===== src/rtl/multihot_serializer.sv =====
// Replays a multi-hot request vector as a stream of binary indices, lowest set bit first.
// Build option MULTIHOT_SERIALIZER_LAST_EN adds the output_last port.
//
//   state     | meaning
//   ----------+--------------------------------------------
//   IDLE      | no pending bits, waiting for a vector
//   SERIALIZE | pending register holds at least one set bit

module multihot_serializer #(
   parameter int WIDTH_ONEHOT = 8,
   parameter int WIDTH_BINARY = $clog2(WIDTH_ONEHOT)
) (
   input  logic                    clock,
   input  logic                    resetn,
   input  logic [WIDTH_ONEHOT-1:0] input_vector,
   input  logic                    input_valid,
   output logic                    input_ready,
   output logic [WIDTH_BINARY-1:0] output_index,
   output logic                    output_valid,
   input  logic                    output_ready,
`ifdef MULTIHOT_SERIALIZER_LAST_EN
   output logic                    output_last,
`endif
   output logic                    busy
);

   typedef enum logic {IDLE, SERIALIZE} state_t;

   localparam logic [WIDTH_ONEHOT-1:0] ONE = WIDTH_ONEHOT'(1);

   state_t                  state_q, state_d;
   logic [WIDTH_ONEHOT-1:0] pending_q, pending_d;
   logic [WIDTH_BINARY-1:0] index_q, index_d;
   logic                    valid_q, valid_d;
   logic                    one_left;
   logic                    out_hs;
   logic                    in_hs;
`ifdef MULTIHOT_SERIALIZER_LAST_EN
   logic                    last_q, last_d;
`endif

   // x & (x-1) clears the lowest set bit; zero result means at most one bit was set.
   assign one_left    = (pending_q != '0) && ((pending_q & (pending_q - ONE)) == '0);
   assign input_ready = (state_q == IDLE) || (one_left && output_ready);
   assign out_hs      = valid_q && output_ready;
   assign in_hs       = input_valid && input_ready;

   always_comb begin
      pending_d = pending_q;
      if (out_hs) pending_d = pending_q & (pending_q - ONE);
      // A refill in SERIALIZE only happens as the last bit leaves, so overwriting is safe.
      if (in_hs) pending_d = input_vector;

      state_d = (pending_d != '0) ? SERIALIZE : IDLE;
      valid_d = (pending_d != '0);

      index_d = '0;
      for (int i = WIDTH_ONEHOT - 1; i >= 0; i--) begin
         if (pending_d[i]) index_d = i[WIDTH_BINARY-1:0];
      end
`ifdef MULTIHOT_SERIALIZER_LAST_EN
      last_d = valid_d && ((pending_d & (pending_d - ONE)) == '0);
`endif
   end

   always_ff @(posedge clock or negedge resetn) begin
      if (!resetn) begin
         state_q   <= IDLE;
         pending_q <= '0;
         index_q   <= '0;
         valid_q   <= 1'b0;
`ifdef MULTIHOT_SERIALIZER_LAST_EN
         last_q    <= 1'b0;
`endif
      end else begin
         state_q   <= state_d;
         pending_q <= pending_d;
         index_q   <= index_d;
         valid_q   <= valid_d;
`ifdef MULTIHOT_SERIALIZER_LAST_EN
         last_q    <= last_d;
`endif
      end
   end

   assign output_index = index_q;
   assign output_valid = valid_q;
   assign busy         = (state_q == SERIALIZE);
`ifdef MULTIHOT_SERIALIZER_LAST_EN
   assign output_last  = last_q;
`endif

endmodule


===== config.mk =====
export PLATFORM = sky130hd
export DESIGN_NAME = multihot_serializer
export DESIGN_NICKNAME = d
export VERILOG_FILES = /design/src/rtl/multihot_serializer.sv
export SDC_FILE = /design/constraint.sdc
export NUM_CORES = 1
export LEC_CHECK = 0
export ABC_CLOCK_PERIOD_IN_PS = 7750
export CORE_MARGIN = 2
export CORE_UTILIZATION = 45
export DETAILED_ROUTE_END_ITERATION = 6
export GPL_ROUTABILITY_DRIVEN = 0
export MAX_ROUTING_LAYER = met4
export PLACE_DENSITY = 0.72
export SLEW_MARGIN = 0
export SYNTH_ARGS = -nofsm -noshare
export SYNTH_HDL_FRONTEND = slang
export SYNTH_SLANG_ARGS = --single-unit

===== constraint.sdc =====
create_clock -name clock -period 7.75 [get_ports clock]
set_clock_uncertainty 0.2 [all_clocks]
set_input_delay 0.775 -clock clock [delete_from_list [all_inputs] [get_ports clock]]
set_output_delay 0.775 -clock clock [all_outputs]
set_load 0.02 [all_outputs]

==> metrics.md, run 1 <==
| Metric | Value |
|---|---|
| Status | `completed` |
| Dominant register cell in the synthesized netlist | `dfrtp_1` |
| Max-slew headroom | `0.570` |
| Synth Cell Area | `861 um^2` |
| Async SR Flop Fraction | `1.00` |
| Number of storage elements in the synthesis netlist | `12` |
| Maximum clock rate | `0.291 GHz` |
| Period utilization | `0.444` |
| Total of fill cells in the finished design | `around 180` |
| TritonCTS sink count | `12` |
| Number of buffers added for setup after CTS | `0` |
| Synthesized netlist cell count | `98` |
| Worst setup timing slack at the placement stage | `roughly 4.6 ns` |
| Cell Area, Placed | `1010 um^2` |
| Number of flops mapped to enable cells by yosys | `0` |
| Final instance area | `slightly above 1000 um^2` |
| Number of top-level design ports | `18` |
| Final setup violation count | `0` |
| Pin count of the biggest net entering global routing | `20` |
| Via count of the first global-routing pass | `slightly above 600` |
| TritonCTS clock tree | `built` |
| Total gr overflow | `0` |
| Area Overhead vs Synth | `19.5%` |
| Cell Rows | `15` |
| Dominant cells by area after synthesis | `dfrtp_1 35%, o21a_1 4.4%, o21ai_0 4.1%` |
| Total instance count after detailed placement | `between 100 and 150` |
| Cell type group with the largest total delay on the critical path | `buffers and inverters` |
| Total area of sequential cells | `roughly 300 um^2` |
| Cell area power density | `397 nW/um^2` |
| Via count | `~770` |
| Final critical path time including I/O delays and setup | `3.44 ns` |
| Post-synth top area share | `0.349` |
| Number of buffers inserted during clock tree synthesis | `3` |
| Setup repair after global routing missed its margin | `no` |
| Worst-path cell with the longest stage delay | `clkdlybuf4s50_1` |
| PnR worst setup slack | `about 4.3 ns` |
| Post-Synthesis Mean Instance Area | `8.78 um^2` |
| Number of nets at the end of the flow | `around 120` |
| Placeable core region | `around 1800 um^2` |
| Total Routed Length | `1.73 mm` |
| Die Area | `between 2000 and 2500 um^2` |
| Static leakage | `between 0.4 and 0.5 nW` |
| Final max-slew violation count | `0` |
| Number of diodes added for antenna fixing | `0` |
| Detailed Route Iter0 Violations | `19` |
| Kind of end point of the critical path | `primary output` |
| Iteration count of the initial detailed-routing pass | `4` |
| Root Buffer | `clkbuf_4` |
| Initial cell density of the core | `0.488` |
| Area taken by multi-input logic gates | `482 um^2` |
| Sequential fraction of the synthesis area | `0.349` |
| Ratio of cells with drive above 1 in the final layout | `0.0636` |
| Top cell types by occurrence after synthesis | `12 x dfrtp_1, 7 x o21ai_0, 6 x inv_1, 6 x o21ai_1` |
| VDD IR-drop max | `around 0.00015 V` |
| Worst path buffer plus inverter count | `1` |
| Worst min-delay path category | `flop to flop` |
| Maximum cell stage delay along the critical path | `between 0.6 and 0.7 ns` |
| Utilization after layout | `0.583` |
| Startpoint kind of the worst setup timing path | `flop` |
| Mean number of vias per cell | `around 5.7` |
| CP Max Fanout | `8` |
| Worst-path clk slew | `roughly 0.07 ns` |
| Overall die width | `47.7 um` |
| Half-perimeter wire length after detailed placement | `1.36 mm` |
| Later-pin clock latency in the skew report | `0.27 ns` |
| Final instance count without filler cells | `about 140` |
| Post-synth net total | `110` |
| Arrival time at the worst endpoint | `between 2 and 2.5 ns` |
| Max Cap Viol | `0` |
| Number of library cell types mapped by synthesis | `38` |
| Max Buffers Root-to-Sink | `2` |
| Final ANT Viol Nets | `0` |
| CTS-repair resized insts | `0` |
| Final sum of negative setup slack | `0 ns` |
| Final count of hold timing violations | `0` |
| Chip height | `between 40 and 50 um` |
| Drt drc | `0` |
| Library cell occupying the most area in the post-synthesis netlist | `dfrtp_1` |
| Hold bufs inserted after CTS | `0` |
| Yosys Warn Count | `0` |
| Cells along the critical path | `or4_4 -> o311a_1 -> a21oi_1 -> clkdlybuf4s50_1` |
| Initial antenna violation count | `0` |
| Global Route Usage Sum | `0.182` |
| Data required time at the worst endpoint | `just under 7 ns` |
| Transition at the pin with the smallest max-transition slack | `around 0.64 ns` |
| Port buffer count | `17` |
| CTS HTree Levels | `1` |
| Wire length of the first global-routing pass | `between 2 and 3 mm` |
| Category of the most critical setup path | `flop to primary output` |
| Wire length per cell after detailed routing | `approximately 13 um` |
| Most used standard cell by instance count after synthesis | `dfrtp_1` |
==> cells in the final DEF (no fill, tap or decap), drive strengths merged <==
cell type	instances
maj3	3
mux2	3
or2	1
nand2b	2
nand3	2
o311a	1
dfrtp	12
a31o	1
a211o	2
or4	3
a211oi	1
o211ai	2
clkdlybuf4s50	17
a21o	1
or3	2
o21a	5
inv	6
clkbuf	3
and2	1
o22a	1
o211a	1
nor2	3
nor2b	3
a21oi	4
xor2	1
mux2i	1
nor3	5
nor4	3
o22ai	1
o221ai	1
o311ai	1
o21ai	13
nand2	4
==> kinds of logic (layout without fill, tap and decap cells) <==
group | after synthesis | in the layout | share of synthesized area
fa+ha+maj | 3 | 3 | 0.0363
buf+inv | 14 | 26 | 0.0916
compound gates | 35 | 35 | 0.269
flops | 12 | 12 | 0.349
simple gates | 29 | 29 | 0.193
xor+xnor | 1 | 1 | 0.0102
mux | 4 | 4 | 0.0509
==> state kept, by name, summed over array words and instances (netlist names) <==
signal        cells
busy              1
output_index      3
pending_q         8
==> through the flow <==
stage / total power [mW] / hold WS, ns
3_5_place_dp: 0.372 / 0.441
6_report: 0.408 / 0.453
2_1_floorplan: 0.324 / 0.279
3_3_place_gp: 0.368 / 0.434
5_1_grt: 0.441 / 0.490
4_1_cts: 0.411 / 0.452
==> metal layers <==
| metal | up-vias | GRT usage | routed length (um) |
|---|---|---|---|
| met5 | - | - | 0 |
| met4 | 0 | 0.114 | 43 |
| met3 | 4 | 0.0113 | 57 |
| met2 | 20 | 0.264 | 790 |
| met1 | 347 | 0.245 | 841 |
| li1 | 394 | - | - |
==> worst reg2reg max path: cells and delay by family, from the launching register on <==
family           cells  cell delay [ns]
AND/OR/NAND/NOR      2             1.05
flip-flops           1             0.43
AO/OA/AOI/OAI        3             1.01
==> worst paths after layout <==
| check | startpoint | to | slack [ns] | cells past startpoint |
|---|---|---|---|---|
| worst max-delay path | pending_q[3]$_DFF_PN0_ | input_ready | 4.31 | 4 |
| worst max register to register | pending_q[3]$_DFF_PN0_ | output_index[0]$_DFF_PN0_ | 5.00 | 5 |
| worst min-delay path | pending_q[5]$_DFF_PN0_ | pending_q[5]$_DFF_PN0_ | 0.45 | 2 |
| min in group asynchronous | resetn | pending_q[7]$_DFF_PN0_ | 0.65 | 1 |
| worst min register to register | pending_q[5]$_DFF_PN0_ | pending_q[5]$_DFF_PN0_ | 0.45 | 2 |
| max in group asynchronous | resetn | output_index[0]$_DFF_PN0_ | 6.34 | 1 |
==> power by group <==
group          internal, mW  switching [mW]
Sequential           0.0905          0.0368
Combinational         0.123           0.120
Clock                0.0180          0.0201
Total                 0.231           0.177
==> final cells by class <==
class	instances	share of cell area
Inverter	6	0.0219
Timing Repair Buffer	17	0.165
Clock buffer	3	0.0219
Tap cell	25	0.0304
Multi-Input combinational cell	72	0.468
Sequential cell	12	0.292
(Power assumes the default switching activity.)
==> inputs of run 2 (changes only) <==
--- a/config.mk
+++ b/config.mk
@@ -5,7 +5,7 @@
 export SDC_FILE = /design/constraint.sdc
 export NUM_CORES = 1
 export LEC_CHECK = 0
-export ABC_CLOCK_PERIOD_IN_PS = 7750
+export ABC_CLOCK_PERIOD_IN_PS = 3400
 export CORE_MARGIN = 2
 export CORE_UTILIZATION = 45
 export DETAILED_ROUTE_END_ITERATION = 6
==> constraint.sdc (replaced) <==
create_clock -name clock -period 3.4 [get_ports clock]
set_clock_uncertainty 0.2 [all_clocks]
set_input_delay 0.34 -clock clock [delete_from_list [all_inputs] [get_ports clock]]
set_output_delay 0.34 -clock clock [all_outputs]
set_load 0.02 [all_outputs]
==> metrics.md, run 2 (synthesis gave the netlist of run 1 again) <==
| Metric | Value |
|---|---|
| Via count | `764 (-0.13%)` |
| Area Overhead vs Synth | `21.1%` |
| Total of fill cells in the finished design | `173 (-6.0%)` |
| Cells along the critical path | `or4_4 -> o311a_1 -> a21oi_1 -> clkdlybuf4s50_1` |
| Arrival time at the worst endpoint | `2.50 ns (+0.04 ns)` |
| Period utilization | `0.895` |
| Number of buffers added for setup after CTS | `0 (unchanged)` |
| Global Route Usage Sum | `0.191 (+0.00920)` |
| Static leakage | `0.433 nW (+1.7%)` |
| Wire length per cell after detailed routing | `13.4 um (+4.5%)` |
| Detailed Route Iter0 Violations | `8 (-11)` |
| Overall die width | `47.7 um (unchanged)` |
| Cell type group with the largest total delay on the critical path | `buffers and inverters` |
| Number of nets at the end of the flow | `124 (unchanged)` |
| Worst-path cell with the longest stage delay | `clkdlybuf4s50_1` |
| Kind of end point of the critical path | `primary output` |
| Initial antenna violation count | `0 (unchanged)` |
| Most frequent cells in the layout | `17 x clkdlybuf4s50_1, 12 x dfrtp_1, 7 x o21ai_0` |
| Final setup violation count | `0 (unchanged)` |
| Initial cell density of the core | `0.488 (unchanged)` |
| Setup repair after global routing missed its margin | `no` |
| Final ANT Viol Nets | `0 (unchanged)` |
| Category of the most critical setup path | `flop to primary output` |
| Chip height | `47.7 um (unchanged)` |
| Max Cap Viol | `0 (unchanged)` |
| Number of buffers inserted during clock tree synthesis | `3 (unchanged)` |
| Number of flip-flops under the largest register name | `8 (unchanged)` |
| Met3 wire len | `42 um (-26%)` |
| Total Routed Length | `1.82 mm (+5.3%)` |
| Cell Rows | `15 (unchanged)` |
| Number of diodes added for antenna fixing | `0 (unchanged)` |
| Final max-slew violation count | `0 (unchanged)` |
| Status | `completed` |
| CTS-repair resized insts | `0 (unchanged)` |
| CTS HTree Levels | `1 (unchanged)` |
| Total gr overflow | `0 (unchanged)` |
| Ratio of cells with drive above 1 in the final layout | `0.0721 (+0.00844)` |
| Post-Route M1 WL | `891 um (+5.9%)` |
| VDD IR-drop max | `0.000484 V (+210%)` |
| Cell area power density | `926 nW/um^2 (+130%)` |
| Transition at the pin with the smallest max-transition slack | `0.699 ns (+0.0605 ns)` |
| Max-slew headroom | `0.530 (-0.0407)` |
| CP Max Fanout | `8 (unchanged)` |
| Port buffer count | `17 (unchanged)` |
| Pin count of the biggest net entering global routing | `20 (unchanged)` |
| Top routing layer in use | `met4` |
| Placeable core region | `1760 um^2 (unchanged)` |
| Startpoint kind of the worst setup timing path | `flop` |
| Final critical path time including I/O delays and setup | `approximately 3.0 ns` |
| Worst min-delay path category | `input pin to async pin` |
| Via count of the first global-routing pass | `643 (+5.6%)` |
| Maximum clock rate | `0.329 GHz` |
| TritonCTS sink count | `12 (unchanged)` |
| Final count of hold timing violations | `0 (unchanged)` |
| Maximum cell stage delay along the critical path | `0.63 ns (about the same)` |
| Iteration count of the initial detailed-routing pass | `2 (-2)` |
| Later-pin clock latency in the skew report | `0.28 ns (about the same)` |
| Half-perimeter wire length after detailed placement | `1.42 mm (+4.5%)` |
| Most common library cell in the layout ignoring fill and taps | `clkdlybuf4s50_1` |
| Amount of wire on met2 after detailed routing | `841 um (+6.5%)` |
| Worst path buffer plus inverter count | `1 (unchanged)` |
| Max Buffers Root-to-Sink | `2 (unchanged)` |
| Wire length of the first global-routing pass | `2.79 mm (+4.1%)` |
| Most flop-heavy register | `pending_q` |
| Drt drc | `0 (unchanged)` |
| Post-layout total power | `0.965 mW (+140%)` |
| TritonCTS clock tree | `built` |
| Mean number of vias per cell | `5.62 (-0.87%)` |
| Number of top-level design ports | `18 (unchanged)` |
| Data required time at the worst endpoint | `2.86 ns (-3.92 ns)` |
| Utilization after layout | `0.591 (+0.00780)` |
| Worst-path clk slew | `0.08 ns (about the same)` |
| Die Area | `2280 um^2 (unchanged)` |
| Hold bufs inserted after CTS | `0 (unchanged)` |
| Root Buffer | `clkbuf_4` |
| Final sum of negative setup slack | `0 ns (unchanged)` |
run 2: area by class of cell:
type                       instances  area (um^2)  share of cell area
clock buffer                       4         36.3              0.0348
timing repair buffer              17          170               0.163
tap                               25         31.3              0.0300
multi-input combinational         72          482               0.462
inverter                           6         22.5              0.0216
sequential                        12          300               0.288
run 2: path summary, 6_finish.rpt:
check                                       start                        end  slack [ns]  cells past startpoint
max                        pending_q[3]$_DFF_PN0_                input_ready        0.36                      4
min                                        resetn     pending_q[1]$_DFF_PN0_        0.21                      1
max reg2reg                pending_q[3]$_DFF_PN0_  output_index[0]$_DFF_PN0_        0.64                      5
min reg2reg                pending_q[5]$_DFF_PN0_     pending_q[5]$_DFF_PN0_        0.45                      2
max in group asynchronous                  resetn     pending_q[2]$_DFF_PN0_        2.43                      1
min in group clock         pending_q[5]$_DFF_PN0_     pending_q[5]$_DFF_PN0_        0.45                      2
run 2: where the power goes:
part	switching [mW]	internal, mW	total, mW
registers	0.0887	0.206	0.295
clock network	0.0508	0.0652	0.116
logic	0.275	0.280	0.554
run 2: routing by layer:
| layer | vias to the layer above | global-route usage |
|---|---|---|
| li1 | 392 | - |
| met1 | 352 | 0.237 |
| met2 | 15 | 0.288 |
| met3 | 5 | 0.0340 |
| met4 | 0 | 0.114 |
| met5 | - | - |
run 2: metrics by stage:
| stage | cell area (um^2) | worst slack, ns | hold WS, ns | std cells |
|---|---|---|---|---|
| floorplan | 861 | 0.812 | -0.156 | 98 |
| global placement | 1010 | 0.707 | 0.436 | 132 |
| detailed placement | 1010 | 0.649 | 0.437 | 132 |
| CTS | 1040 | 0.337 | 0.225 | 136 |
| global route | 1040 | 0.277 | 0.243 | 136 |
| finish | 1040 | 0.358 | 0.210 | 136 |
